### src/rtl/int_sequencer_pkg.sv
// +----------------------------------------------------------------------------
// | int_sequencer_pkg : shared types, defaults and helpers for int_sequencer
// | Revision: 1.0
// +----------------------------------------------------------------------------
`default_nettype none

package int_sequencer_pkg;

  localparam int          INT_LEVELS           = 3;
  localparam int          STACK_DEPTH          = INT_LEVELS;
  localparam logic [31:0] VEC_BASE_DEFAULT     = 32'h0000_0100;
  localparam logic [31:0] VEC_STRIDE_DEFAULT   = 32'h0000_0010;
  localparam int unsigned FLUSH_CYCLES_DEFAULT = 3;

  typedef enum logic [2:0] {
    S_IDLE    = 3'd0,
    S_E_SAVE  = 3'd1,
    S_E_MASK  = 3'd2,
    S_E_FLUSH = 3'd3,
    S_E_JUMP  = 3'd4,
    S_X_CLR   = 3'd5,
    S_X_JUMP  = 3'd6
  } state_t;

  typedef struct packed {
    logic [31:0] epc;
    logic [1:0]  level;
  } frame_t;

  // One-hot in-service bit for a level; level 0 maps to no bit.
  function automatic logic [2:0] level_mask(input logic [1:0] lvl);
    return (lvl == 2'd0) ? 3'b000 : (3'b001 << (lvl - 2'd1));
  endfunction

endpackage

`default_nettype wire

### src/rtl/int_sequencer_ret_stack.sv
// +----------------------------------------------------------------------------
// | int_sequencer_ret_stack : 3-deep LIFO of {epc, level} return frames
// | Revision: 1.0
// +----------------------------------------------------------------------------
`default_nettype none

module int_sequencer_ret_stack
  import int_sequencer_pkg::*;
(
  input  logic       clk,
  input  logic       rst_n,
  input  logic       push,
  input  logic       pop,
  input  frame_t     push_data,
  output frame_t     top_data,
  output logic [1:0] depth,
  output logic       empty
);

  frame_t     mem [STACK_DEPTH];
  logic [1:0] cnt;

  always_ff @(posedge clk or negedge rst_n) begin
    if (!rst_n) begin
      cnt <= 2'd0;
      for (int i = 0; i < STACK_DEPTH; i++) begin
        mem[i] <= '0;
      end
    end else if (push && (cnt != 2'(STACK_DEPTH))) begin
      mem[cnt] <= push_data;
      cnt      <= cnt + 2'd1;
    end else if (pop && (cnt != 2'd0)) begin
      cnt <= cnt - 2'd1;
    end
  end

  assign top_data = (cnt == 2'd0) ? '0 : mem[cnt - 2'd1];
  assign depth    = cnt;
  assign empty    = (cnt == 2'd0);

endmodule

`default_nettype wire

### src/rtl/int_sequencer.sv
// +----------------------------------------------------------------------------
// | int_sequencer : interrupt entry / ERET exit sequencer for a 3-level coprocessor
// | Revision: 1.0
// +----------------------------------------------------------------------------
`default_nettype none

module int_sequencer
  import int_sequencer_pkg::*;
#(
  parameter logic [31:0] VEC_BASE     = VEC_BASE_DEFAULT,
  parameter logic [31:0] VEC_STRIDE   = VEC_STRIDE_DEFAULT,
  parameter int unsigned FLUSH_CYCLES = FLUSH_CYCLES_DEFAULT
) (
  input  logic        clk,
  input  logic        rst_n,
  input  logic        en,
  input  logic        int_pending,
  input  logic [2:0]  ints,
  input  logic [31:0] cp_epc,
  input  logic [31:0] resume_pc,
  input  logic        eret,
  input  logic        pipe_stall,
  output logic [2:0]  cp_irs_w_mask,
  output logic        cp_irs_set_en,
  output logic        cp_irs_clr_en,
  output logic        cp_ie_w_en,
  output logic        cp_ie_w_data,
  output logic        cp_epc_w_en,
  output logic [31:0] cp_epc_w_data,
  output logic        flush,
  output logic        redirect,
  output logic [31:0] redirect_pc,
  output logic [1:0]  level,
  output logic        busy,
  output logic        err
);

  localparam logic [2:0] FLUSH_LAST = 3'(FLUSH_CYCLES - 1);

  state_t      state;
  logic [1:0]  cur_lvl;
  logic [2:0]  flush_cnt;
  logic [31:0] ret_pc;
  logic        irs_set_q, irs_clr_q, ie_w_en_q, epc_w_en_q, flush_q, redirect_q, err_q;

  logic        push, pop, empty;
  logic [1:0]  depth;
  frame_t      top_data;
  logic [1:0]  lvl_in;
  logic [31:0] vec_pc;

  assign lvl_in = ints[2] ? 2'd3 : ints[1:0];
  assign vec_pc = VEC_BASE + (32'(cur_lvl) - 32'd1) * VEC_STRIDE;
  assign push   = en && (state == S_IDLE) && !eret && int_pending && !pipe_stall;
  assign pop    = en && (state == S_IDLE) && eret && (depth != 2'd0);

  int_sequencer_ret_stack u_stack (
    .clk       (clk),
    .rst_n     (rst_n),
    .push      (push),
    .pop       (pop),
    .push_data ({cp_epc, level}),
    .top_data  (top_data),
    .depth     (depth),
    .empty     (empty)
  );

  // Outputs are registered on entry to the state that owns them.
  always_ff @(posedge clk or negedge rst_n) begin
    if (!rst_n) begin
      state         <= S_IDLE;
      cur_lvl       <= 2'd0;
      flush_cnt     <= 3'd0;
      ret_pc        <= 32'd0;
      level         <= 2'd0;
      cp_irs_w_mask <= 3'd0;
      cp_ie_w_data  <= 1'b0;
      cp_epc_w_data <= 32'd0;
      redirect_pc   <= 32'd0;
      irs_set_q     <= 1'b0;
      irs_clr_q     <= 1'b0;
      ie_w_en_q     <= 1'b0;
      epc_w_en_q    <= 1'b0;
      flush_q       <= 1'b0;
      redirect_q    <= 1'b0;
      err_q         <= 1'b0;
    end else if (en) begin
      irs_set_q  <= 1'b0;
      irs_clr_q  <= 1'b0;
      ie_w_en_q  <= 1'b0;
      epc_w_en_q <= 1'b0;
      flush_q    <= 1'b0;
      redirect_q <= 1'b0;
      err_q      <= 1'b0;
      case (state)
        S_IDLE: begin
          if (eret) begin
            if (!empty) begin
              ret_pc        <= cp_epc;
              irs_clr_q     <= 1'b1;
              cp_irs_w_mask <= ~level_mask(level);
              ie_w_en_q     <= 1'b1;
              cp_ie_w_data  <= 1'b0;
              epc_w_en_q    <= 1'b1;
              cp_epc_w_data <= top_data.epc;
              level         <= top_data.level;
              state         <= S_X_CLR;
            end else begin
              err_q <= 1'b1;
            end
          end else if (int_pending && !pipe_stall) begin
            cur_lvl       <= lvl_in;
            epc_w_en_q    <= 1'b1;
            cp_epc_w_data <= resume_pc;
            ie_w_en_q     <= 1'b1;
            cp_ie_w_data  <= 1'b0;
            state         <= S_E_SAVE;
          end
        end
        S_E_SAVE: begin
          irs_set_q     <= 1'b1;
          cp_irs_w_mask <= level_mask(cur_lvl);
          level         <= cur_lvl;
          state         <= S_E_MASK;
        end
        S_E_MASK: begin
          flush_q   <= 1'b1;
          flush_cnt <= FLUSH_LAST;
          state     <= S_E_FLUSH;
        end
        S_E_FLUSH: begin
          if (flush_cnt == 3'd0) begin
            redirect_q   <= 1'b1;
            redirect_pc  <= vec_pc;
            ie_w_en_q    <= 1'b1;
            cp_ie_w_data <= 1'b1;
            state        <= S_E_JUMP;
          end else begin
            flush_q   <= 1'b1;
            flush_cnt <= flush_cnt - 3'd1;
          end
        end
        S_X_CLR: begin
          flush_q      <= 1'b1;
          redirect_q   <= 1'b1;
          redirect_pc  <= ret_pc;
          ie_w_en_q    <= 1'b1;
          cp_ie_w_data <= 1'b1;
          state        <= S_X_JUMP;
        end
        default: state <= S_IDLE;
      endcase
    end
  end

  // Strobes are masked while frozen so a held state never re-fires a write.
  assign cp_irs_set_en = irs_set_q & en;
  assign cp_irs_clr_en = irs_clr_q & en;
  assign cp_ie_w_en    = ie_w_en_q & en;
  assign cp_epc_w_en   = epc_w_en_q & en;
  assign flush         = flush_q & en;
  assign redirect      = redirect_q & en;
  assign err           = err_q & en;
  assign busy          = (state != S_IDLE);

endmodule

`default_nettype wire

### config.mk
export PLATFORM = sky130hd
export DESIGN_NAME = int_sequencer
export DESIGN_NICKNAME = d
export VERILOG_FILES = /design/src/rtl/int_sequencer_pkg.sv /design/src/rtl/int_sequencer_ret_stack.sv /design/src/rtl/int_sequencer.sv
export SDC_FILE = /design/constraint.sdc
export NUM_CORES = 1
export LEC_CHECK = 0
export ABC_CLOCK_PERIOD_IN_PS = 3800
export BUFFER_PORTS_ARGS = -buffer_cell sky130_fd_sc_hd__buf_2
export CAP_MARGIN = 20
export CELL_PAD_IN_SITES_DETAIL_PLACEMENT = 1
export CELL_PAD_IN_SITES_GLOBAL_PLACEMENT = 1
export CORE_ASPECT_RATIO = 1.1
export CORE_MARGIN = 2
export CORE_UTILIZATION = 48
export CTS_BUF_LIST = sky130_fd_sc_hd__clkbuf_4 sky130_fd_sc_hd__clkbuf_8
export DETAILED_ROUTE_END_ITERATION = 8
export PLACE_DENSITY = 0.89
export SETUP_SLACK_MARGIN = 0.15
export SYNTH_ARGS = -nofsm -noshare
export SYNTH_HDL_FRONTEND = slang
export SYNTH_SLANG_ARGS = --single-unit
### constraint.sdc
create_clock -name clk -period 3.8 [get_ports clk]
set_input_delay 0.57 -clock clk [delete_from_list [all_inputs] [get_ports clk]]
set_output_delay 0.57 -clock clk [all_outputs]
set_load 0.01 [all_outputs]
### Yosys cells after proc, flatten, opt, wreduce, memory -nomap -nowiden

Index checks and enable logic that the tools add are counted.

| storage, ports and cells | value |
|---|---|
| bits in registers | 221 |
| input bits | 73 |

| cells by class | value |
|---|---|
| reductions and logical operators | 34 |
| shifts and indexed selects | 2 |
| order comparisons | 3 |
| muxes and demuxes | 49 |
| bitwise operators | 12 |
| add/sub/neg operators | 7 |
| equality and inequality tests | 12 |

Operator list:

| cell | number |
|---|---|
| $mux 32 | 4 |
| $bwmux 102 | 1 |
| $mux 34 | 3 |
| $bmux 34 s2 | 1 |
| $demux 34 s2 | 1 |
| $pmux 32 s2 | 1 |
| $mux 3 | 9 |
| $reduce_and 4->1 | 5 |
| $mux 1 | 16 |
| $pmux 3 s5 | 1 |
| $ne 2x2->1 const B | 6 |
| $pmux 3 s2 | 2 |
| $reduce_bool 2->1 | 6 |
| $add 10x7->11 const A | 1 |
| $logic_and 1x1->1 | 10 |
| $mux 2 | 5 |
| $and 1x1->1 | 7 |
| $eq 3x2->1 const B | 2 |
| $ge 3x3->1 const B | 2 |
| $logic_not 2->1 | 3 |
| $logic_not 3->1 | 2 |
| $not 2->3 | 2 |
| $pmux 1 s3 | 2 |
| $reduce_and 3->1 | 2 |
| 18 further kinds | 25 |

### Logic depth before layout (Yosys ltp)

Gate-level depths: netlist (run 1).

| depth | value |
|---|---|
| depth after elaboration | 8 |
| depth in mapped cells | 11 |

### Cells and area by module

Synthesis (run 1) repeated with hierarchy kept, for this count alone.

| unflattened totals | value |
|---|---|
| cell total of the unflattened synthesis | 741 |
| area total of the unflattened synthesis | 10,577.6 um^2 |

Modules (own cells, without submodules):

| module | instances | area each (um^2) | seq. area each (um^2) | cells an instance |
|---|---|---|---|---|
| int_sequencer_ret_stack | 1 | 5,311.3 | 2,602.5 | 352 |
| int_sequencer | 1 | 5,266.3 | 2,927.8 | 389 |

### Worst setup path after synthesis (run 1)

Ideal clock, no wire load.

| timing | value |
|---|---|
| path kind | reg2reg |
| start | reg u_stack.cnt[0] (netlist: u_stack.depth[0]) |
| end | reg cp_epc_w_data[10] |
| setup time | 0.125 ns |
| setup slack | 1.051 ns |
| cell stages (with the launch flop) | 11 |
| buffers on the path | 4 |
| required time | 3.675 ns |
| period minus slack after synthesis | 2.749 ns |
| arrival time | 2.625 ns |
| cell sequence | dfrtp_1 -> clkbuf_1 -> clkbuf_1 -> inv_1 -> ha_1 -> clkbuf_1 -> buf_2 -> mux2_2 -> a22oi_1 -> a21oi_1 -> mux2_2 |

| on the way | value |
|---|---|
| cells in the longest elaborated chain, start to end | 7 |
| elaborated cells on any way between the ends | 10 |

RTL lines:

| item | RTL line | text |
|---|---|---|
| start, declared | int_sequencer_ret_stack.sv:21 | `logic [1:0] cnt;` |
| start signal, assigned | int_sequencer_ret_stack.sv:31 | `cnt <= cnt + 2'd1;` |
| start signal, assigned | int_sequencer_ret_stack.sv:33 | `cnt <= cnt - 2'd1;` |
| $sub 2x1->2 | int_sequencer_ret_stack.sv:37 | `assign top_data = (cnt == 2'd0) ? '0 : mem[cnt - 2'd1];` |
| $not 2->3 (implied by the code) | int_sequencer_ret_stack.sv:37 |  |
| $bmux 34 s2 | int_sequencer_ret_stack.sv:37 |  |
| $mux 34 (implied by the code) (2 in series) | int_sequencer_ret_stack.sv:37 |  |
| $mux 32 | int_sequencer.sv:98 | `if (!empty) begin` |
| $mux 32 | int_sequencer.sv:97 | `if (eret) begin` |
| end signal, assigned | int_sequencer.sv:105 | `cp_epc_w_data <= top_data.epc;` |
| end signal, assigned | int_sequencer.sv:114 | `cp_epc_w_data <= resume_pc;` |
| end, declared | int_sequencer.sv:29 | `output logic [31:0] cp_epc_w_data,` |

Parallel ways exist; a longest one is shown, timed or not. The select of a mux whose other input is x is not followed.
A chain may end at the register's enable or synchronous reset.

### Final worst setup path (run 1)

| timing | value |
|---|---|
| start | reg u_stack.cnt[1] (netlist: u_stack.depth[1]) |
| end | reg cp_epc_w_data[8] |

The elaborated chain is that of the path after synthesis.

==> results by group, run 1 <==
Global routing
  • First-pass GRT wire length: 40,520 um
  • Initial antenna violation count: 0
  • Pin count of the biggest net entering global routing: 90
  • Vias in the first global route: about 7.5k
  • Total GRT Usage: 23.68%
  • Gr ovfl total: 0

Synth
  • Cell area after synthesis: 9704 sq um
  • Post-synthesis cell type count: 40
  • Avg Synthesized Cell Area: 13.29 sq um
  • Yosys reg bits: 221
  • Synth top area cells: dfrtp_1, mux2_2, a22o_1
  • Ys flop type: dfrtp_1
  • Post-synth top area cell: dfrtp_1
  • Post-Syn Instances: 730
  • Post-synth ARST share: 100.0%
  • Top post-synthesis cells by count: dfrtp_1, mux2_2, a21oi_1
  • Number of synthesis warnings: 0
  • Most frequent cell after synthesis: dfrtp_1
  • Syn_nets: roughly 800
  • Seq/Total Area, Yosys: 56.99%
  • Number of flops mapped to enable cells by yosys: 0
  • Synth top area share: ~57%

Critical path
  • WP data arrival: 3.18 ns
  • Slowest cell on the critical path: nor2b_4
  • CP peak stage delay: 0.88 ns
  • Setup Crit Path Kind: register to register
  • Worst Setup End Kind: register
  • Critical path peak fanout: 34
  • Crit path launch type: register
  • CP cell instances: inv_1 -> ha_2 -> nor2b_4 -> a22oi_1 -> a21oi_1 -> mux2_2
  • CP required: 4.26 ns

Place
  • GPL Wtd Cong: around 0.74
  • Pre-CTS setup slack: 1.080 ns
  • DP HPWL: 15,760 um
  • IO buf count: 150
  • Placed insts: between 1k and 1.5k
  • DP Area: 10,630 sq um

Cells and area
  • Non-Filler Instances: 1,164
  • Final design utilization: 57.62%
  • Layout cells sized above 1: 46.71%
  • Synth-to-layout area growth: 17.95%
  • Number of diodes: 0
  • Final nets: between 900 and 1k
  • Cell area after layout: 11,450 sq um
  • Fillers: 2,044

Floorplan
  • Die Y-Extent: between 150 and 200 um
  • Die X-Extent: approximately 140 um
  • Initial core utilization: 48.85%
  • Full die area: 21,370 sq um
  • Core box area: 19,860 sq um
  • Row count: 54
  • Io pins: around 150

STA
  • Hold_ws: 0.07264 ns
  • Final Setup Violations: 0
  • Hold Vio Cnt, Final: 0
  • Setup WS post-layout: around 1.1 ns
  • Setup TNS Final: 0 ns
  • Final Cycle Share: about 72%
  • Unrepaired setup endpoints after global routing: false
  • Actual slew at the worst max-slew pin: 0.9832 ns
  • Slew headroom: 34.31%
  • Fin. max-slew vios: 0
  • Fmax: 0.3679 GHz
  • Final Skew: 0.01527 ns
  • Fin crit period: 2.718 ns

Clock tree
  • CTS sink cnt: 221
  • Post-CTS setup buffers: 0
  • CTS tree: yes
  • CTS buffer count: 37
  • Longest Clk Path Bufs: 3
  • H-tree lvl count: 2
  • CTS Root Cell: clkbuf_8
  • Worst-path clk slew: 0.06 ns
  • Hold buffers post-CTS: 0
  • PostCTS Resize Cnt: 0
  • Worst skew pair latency: 0.52 ns

Drt
  • Via count: 6,509
  • Final wirelength: 24,950 um
  • Iteration-0 DRC Markers: 263
  • Post-DRT Antenna Nets: 0
  • Wire length per cell: between 20 and 25 um
  • Routed vias/inst: 5.592
  • DRT Pass-1 Iters: 4
  • Drc violations: 0

Pwr
  • Leak: 5.704 nW
  • Total Power: 8.904 mW
  • Worst vdd ir: 411.2 uV
  • Cell area power density: 777.9 nW/um^2

Run status
  • Status: complete, no violations

Run
  • Maxcap violations: 0

Min path
  • HP Class: primary input to asynchronous set/reset pin
-- path summary, 6_finish.rpt --
| check | start | end | slack, ns | depth (start not counted) |
|---|---|---|---|---|
| worst max-delay path | u_stack.depth[1] | cp_epc_w_data[8] | 1.08 | 6 |
| worst min-delay path | rst_n | cp_epc_w_data[9] | 0.07 | 1 |
| worst max register to register | u_stack.depth[1] | cp_epc_w_data[8] | 1.08 | 6 |
| worst min register to register | cp_irs_w_mask[2] | cp_irs_w_mask[2] | 0.48 | 2 |
| max in group asynchronous | rst_n | ret_pc[20] | 2.78 | 2 |
| min in group clk | cp_epc[12] | u_stack.mem[14] | 0.33 | 2 |
-- layer usage --
metal | share of wire [%] | wire length, um | global-route usage (%)
met5 | 0 | 0 | 0
met4 | 2.6 | 650 | 7.667
met3 | 4.5 | 1132 | 4.950
met2 | 52 | 13030 | 41.92
met1 | 41 | 10150 | 29.02
-- logic make-up (layout without fill, tap and decap cells) --
family / after synthesis / in the layout / share of synthesized area (%)
fa+ha+maj: 10 / 10 / 1.289
mux: 206 / 206 / 23.87
xor+xnor: 2 / 2 / 0.1805
buf+inv: 62 / 244 / 3.378
simple gates: 93 / 93 / 5.119
compound gates: 136 / 136 / 9.180
flops: 221 / 221 / 56.99
-- report_power, final --
part | internal (mW) | switching, mW
Clock | 1.31 | 0.946
Combinational | 1.39 | 1.49
Sequential | 3.22 | 0.553
Total | 5.92 | 2.99
-- area by class of cell --
class	count	area (sq um)	share of cell area, %
Multi-Input combinational cell	447	3857	33.70
Tap cell	252	315.3	2.755
Timing Repair Buffer	165	883.3	7.718
Sequential cell	221	5532	48.33
Inverter	13	48.80	0.4263
Clock inverter	8	67.56	0.5903
Clock buffer	58	742.0	6.482
-- worst max-delay path, delay by kind of cell, from the launching register on --
family	cells	cell delay [ns]
mux	1	0.20
buf+inv	1	0.10
fa+ha+maj	1	0.56
compound gates	2	0.52
simple gates	1	0.88
flops	1	0.40
-- placed cells by master (no fill, tap or decap), types with 15 or more instances in the layout --
cell        n
mux2_1     17
a22o_1     29
nand2_1    15
a22oi_1    32
a21oi_1    47
nor2_1     42
buf_2     150
mux2_2    186
dfrtp_1   220
clkbuf_8   49
o21ai_0    18
-- flip-flops by register name (all words and copies together), names as in the netlist, 2 cells and up --
| name | flops |
|---|---|
| redirect_pc | 32 |
| u_stack.mem | 102 |
| state | 3 |
| u_stack.depth | 2 |
| cp_irs_w_mask | 3 |
| cp_epc_w_data | 32 |
| flush_cnt | 3 |
| level | 2 |
| ret_pc | 32 |
| cur_lvl | 2 |
Power figures use the tool's default switching activity.
==> run 2, diff against run 1 <==
Settings changed: ABC_AREA set to 1, ABC_CLOCK_PERIOD_IN_PS 3800 to 2700, CORE_UTILIZATION 48 to 44.
Clock period 3.8 ns to 2.7 ns, I/O delays scaled along.
==> results by group, run 2 <==
Synth
  • Synth top area cells: dfrtp_1, nand2_1, nand4_1
  • Post-Syn Instances: 1,292 (+77%)
  • Avg Synthesized Cell Area: 7.998 sq um (-40%)
  • Ys flop type: dfrtp_1
  • Cell area after synthesis: 10,330 sq um (+6.5%)
  • Post-synth top area cell: dfrtp_1
  • Yosys reg bits: 221 (unchanged)
  • Number of flops mapped to enable cells by yosys: 0 (unchanged)
  • Seq/Total Area, Yosys: 53.52% (-3.5 points)
  • Number of synthesis warnings: 0 (unchanged)
  • Post-synth ARST share: 100.0% (unchanged)
  • Top post-synthesis cells by count: nand2_1, dfrtp_1, nand4_1
  • Syn_nets: 1,375 (+69%)
  • Synth top area share: 53.52% (-3.5 points)
  • Most frequent cell after synthesis: nand2_1
  • Post-synthesis cell type count: 25 (-38%)

Global routing
  • Initial antenna violation count: 2 (+2)
  • Pin count of the biggest net entering global routing: 68 (-24%)
  • First-pass GRT wire length: 54,870 um (+35%)
  • Total GRT Usage: 28.16% (+4.5 points)
  • Gr ovfl total: 0 (unchanged)
  • Vias in the first global route: 10.21k (+37%)

Clock tree
  • Worst-path clk slew: 0.06 ns (about the same)
  • CTS Root Cell: clkbuf_8
  • Longest Clk Path Bufs: 3 (unchanged)
  • CTS sink cnt: 221 (unchanged)
  • CTS buffer count: 38 (+2.7%)
  • H-tree lvl count: 2 (unchanged)
  • CTS tree: yes
  • Worst skew pair latency: 0.53 ns (about the same)
  • Post-CTS setup buffers: 0 (unchanged)

Cells and area
  • Synth-to-layout area growth: 17.64%
  • Commonest cells after routing, fill and taps aside: nand2_1, dfrtp_1, buf_2
  • Commonest non-fill, non-tap cell in the layout: nand2_1
  • Largest Register: u_stack.mem
  • Cell area after layout: 12,160 sq um (+6.2%)
  • Layout cells sized above 1: 20.32% (-26 points)
  • Final nets: 1,508 (+56%)
  • Max reg flops: 102 (unchanged)

Drt
  • Drc violations: 0 (unchanged)
  • Post-DRT Antenna Nets: 0 (unchanged)
  • Routed vias/inst: 5.592 (about the same)
  • Wire length per cell: 19.35 um (-9.7%)
  • Iteration-0 DRC Markers: 615 (+130%)
  • DRT Pass-1 Iters: 5 (+1)
  • Via count: 9,774 (+50%)
  • Final wirelength: 33,820 um (+36%)

Critical path
  • Crit path launch type: register
  • WP data arrival: 2.78 ns (-0.40 ns)
  • Worst Setup End Kind: register
  • Reg2Reg Setup Slack: 0.33 ns (-0.75 ns)
  • Worst flop-to-flop path startpoint: u_stack.depth[0]
  • Setup Crit Path Kind: register to register
  • R2r worst-path depth: 6 (unchanged)
  • Critical path peak fanout: 37 (+8.8%)
  • R2R Path End: u_stack.mem[16]
  • CP required: 3.11 ns (-1.15 ns)

Pwr
  • Worst vdd ir: 629.6 uV (+53%)
  • P_sw: 5.515 mW (+85%)
  • Sw Ratio: 41.02% (+7.5 points)
  • Gate power share: 36.7% (+4.4 points)
  • Internal power: 7.929 mW (+34%)
  • Leak: 6.745 nW (+18%)
  • Sequential power share: 39.4% (-2.9 points)
  • Cell area power density: 1106 nW/um^2 (+42%)
  • Clock share of power: 23.9% (-1.5 points)

Place
  • DP Area: 11,350 sq um (+6.8%)
  • DP HPWL: 21,910 um (+39%)
  • IO buf count: 150 (unchanged)
  • GPL Wtd Cong: 0.8249 (+11%)

STA
  • Fin. max-slew vios: 0 (unchanged)
  • Final Setup Violations: 0 (unchanged)
  • Actual slew at the worst max-slew pin: 0.8053 ns (-0.1779 ns)
  • Setup TNS Final: 0 ns (unchanged)
  • Final Skew: 0.01783 ns (+0.002566 ns)
  • Final Cycle Share: 87.83% (+16 points)
  • Fin crit period: 2.371 ns (-0.3468 ns)
  • Fmax: 0.4217 GHz (+15%)
  • Slew headroom: 46.23% (+12 points)
  • Hold Vio Cnt, Final: 0 (unchanged)
  • Unrepaired setup endpoints after global routing: false

Min path
  • HP Class: primary input to register
  • Hold Path Sink: cur_lvl[1]
  • Hold Path Depth: 3
  • Hold Crit Start: ints[1]

Floorplan
  • Core box area: 23,000 sq um (+16%)
  • Row count: 58 (+7.4%)
  • Die Y-Extent: 164.7 um (+7.6%)
  • Die X-Extent: 150.1 um (+7.6%)
  • Full die area: 24,730 sq um (+16%)
  • Io pins: 151 (unchanged)
  • Initial core utilization: 44.92% (-3.9 points)

Run
  • Maxcap violations: 0 (unchanged)

Run status
  • Status: complete, no violations
==> run 2: cell types whose count changed after synthesis, moves of 35 or more <==
cell     previous run  this run
nand3_1             3        84
nand4_1             1       103
nor2_1             42        84
nand2_1            15       534
mux2_2            186         0
o21ai_0            18        53
==> run 2: worst max-delay path, stage by stage (launching register included) <==
cell and delay [ns]:
dfrtp_1 0.39, clkinv_1 0.07, buf_4 0.38, ha_1 0.59, nand3_4 0.52, nand2_1 0.21
nand2_1 0.07
==> run 2: metrics by stage <==
| step | cells | hold slack [ns] | setup slack [ns] | power (mW) | util (%) |
|---|---|---|---|---|---|
| 3_5_place_dp | 1684 | 0.3341 | 0.3859 | 10.15 | 49.35 |
| 6_report | 1748 | 0.1173 | 0.3287 | 13.44 | 52.84 |
| 2_1_floorplan | 1292 | 0.1094 | 0.7670 | 8.229 | - |
| 5_1_grt | 1748 | 0.1107 | 0.1749 | 14.37 | 52.84 |
| 4_1_cts | 1747 | 0.09704 | 0.3511 | 13.47 | 52.83 |
| 3_3_place_gp | 1684 | 0.3294 | 0.4746 | 9.840 | 49.35 |
==> run 2: cells by family (layout without fill, tap and decap cells) <==
logic type / Yosys count / in the layout / synth area share, %
AOI/OAI and AO/OA: 90 / 90 / 4.444
DFF: 221 / 221 / 53.52
xor gates and xnor gates: 1 / 1 / 0.08477
and+or+nand+nor: 848 / 848 / 35.74
buffers and inverters: 122 / 277 / 5.001
adders and majority gates: 10 / 10 / 1.211
other: 0 / 1 / 0
==> run 2: timing repair <==
item	in CTS	in global routing
gates resized for setup	0	0
hold endpoints to repair	42	0
hold buffers	1	0
==> run 2: final cells by class <==
cell class	instances	area [sq um]
Antenna cell	1	2.502
Clock buffer	60	757.0
Sequential cell	221	5530
Clock inverter	2	35.03
Multi-Input combinational cell	949	4299
Timing Repair Buffer	180	1026
Fill cell	2856	10850
Tap cell	300	375.4
Inverter	35	131.4
==> run 2: worst max path at each step <==
| stage | startpoint | end | depth (start not counted) |
|---|---|---|---|
| detailed placement | pipe_stall | u_stack.mem[35] | 8 |
| CTS | u_stack.depth[0] | u_stack.mem[16] | 6 |
| global route | u_stack.depth[0] | u_stack.mem[14] | 6 |
| global placement | pipe_stall | u_stack.mem[18] | 8 |
| floorplan | u_stack.depth[0] | cp_epc_w_data[19] | 10 |
| finish | u_stack.depth[0] | u_stack.mem[16] | 6 |
==> run 2: layer usage <==
layer  part of all wire [%]  routed length (um)  global-route usage, %
met1                     42               14370                  37.53
met2                     49               16500                  46.97
met3                    5.2                1765                  3.812
met4                    3.5                1175                  10.59
met5                  0.038                  13                      0
==> run 2: power groups by stage <==
stage	combinational [mW]	sequential (mW)	clock [mW]
after global routing	5.52	5.43	3.42
after detailed placement	4.84	5.31	0
after global placement	4.59	5.25	0
after floorplan	2.90	5.32	0
after CTS	4.93	5.29	3.26
final	4.94	5.30	3.21
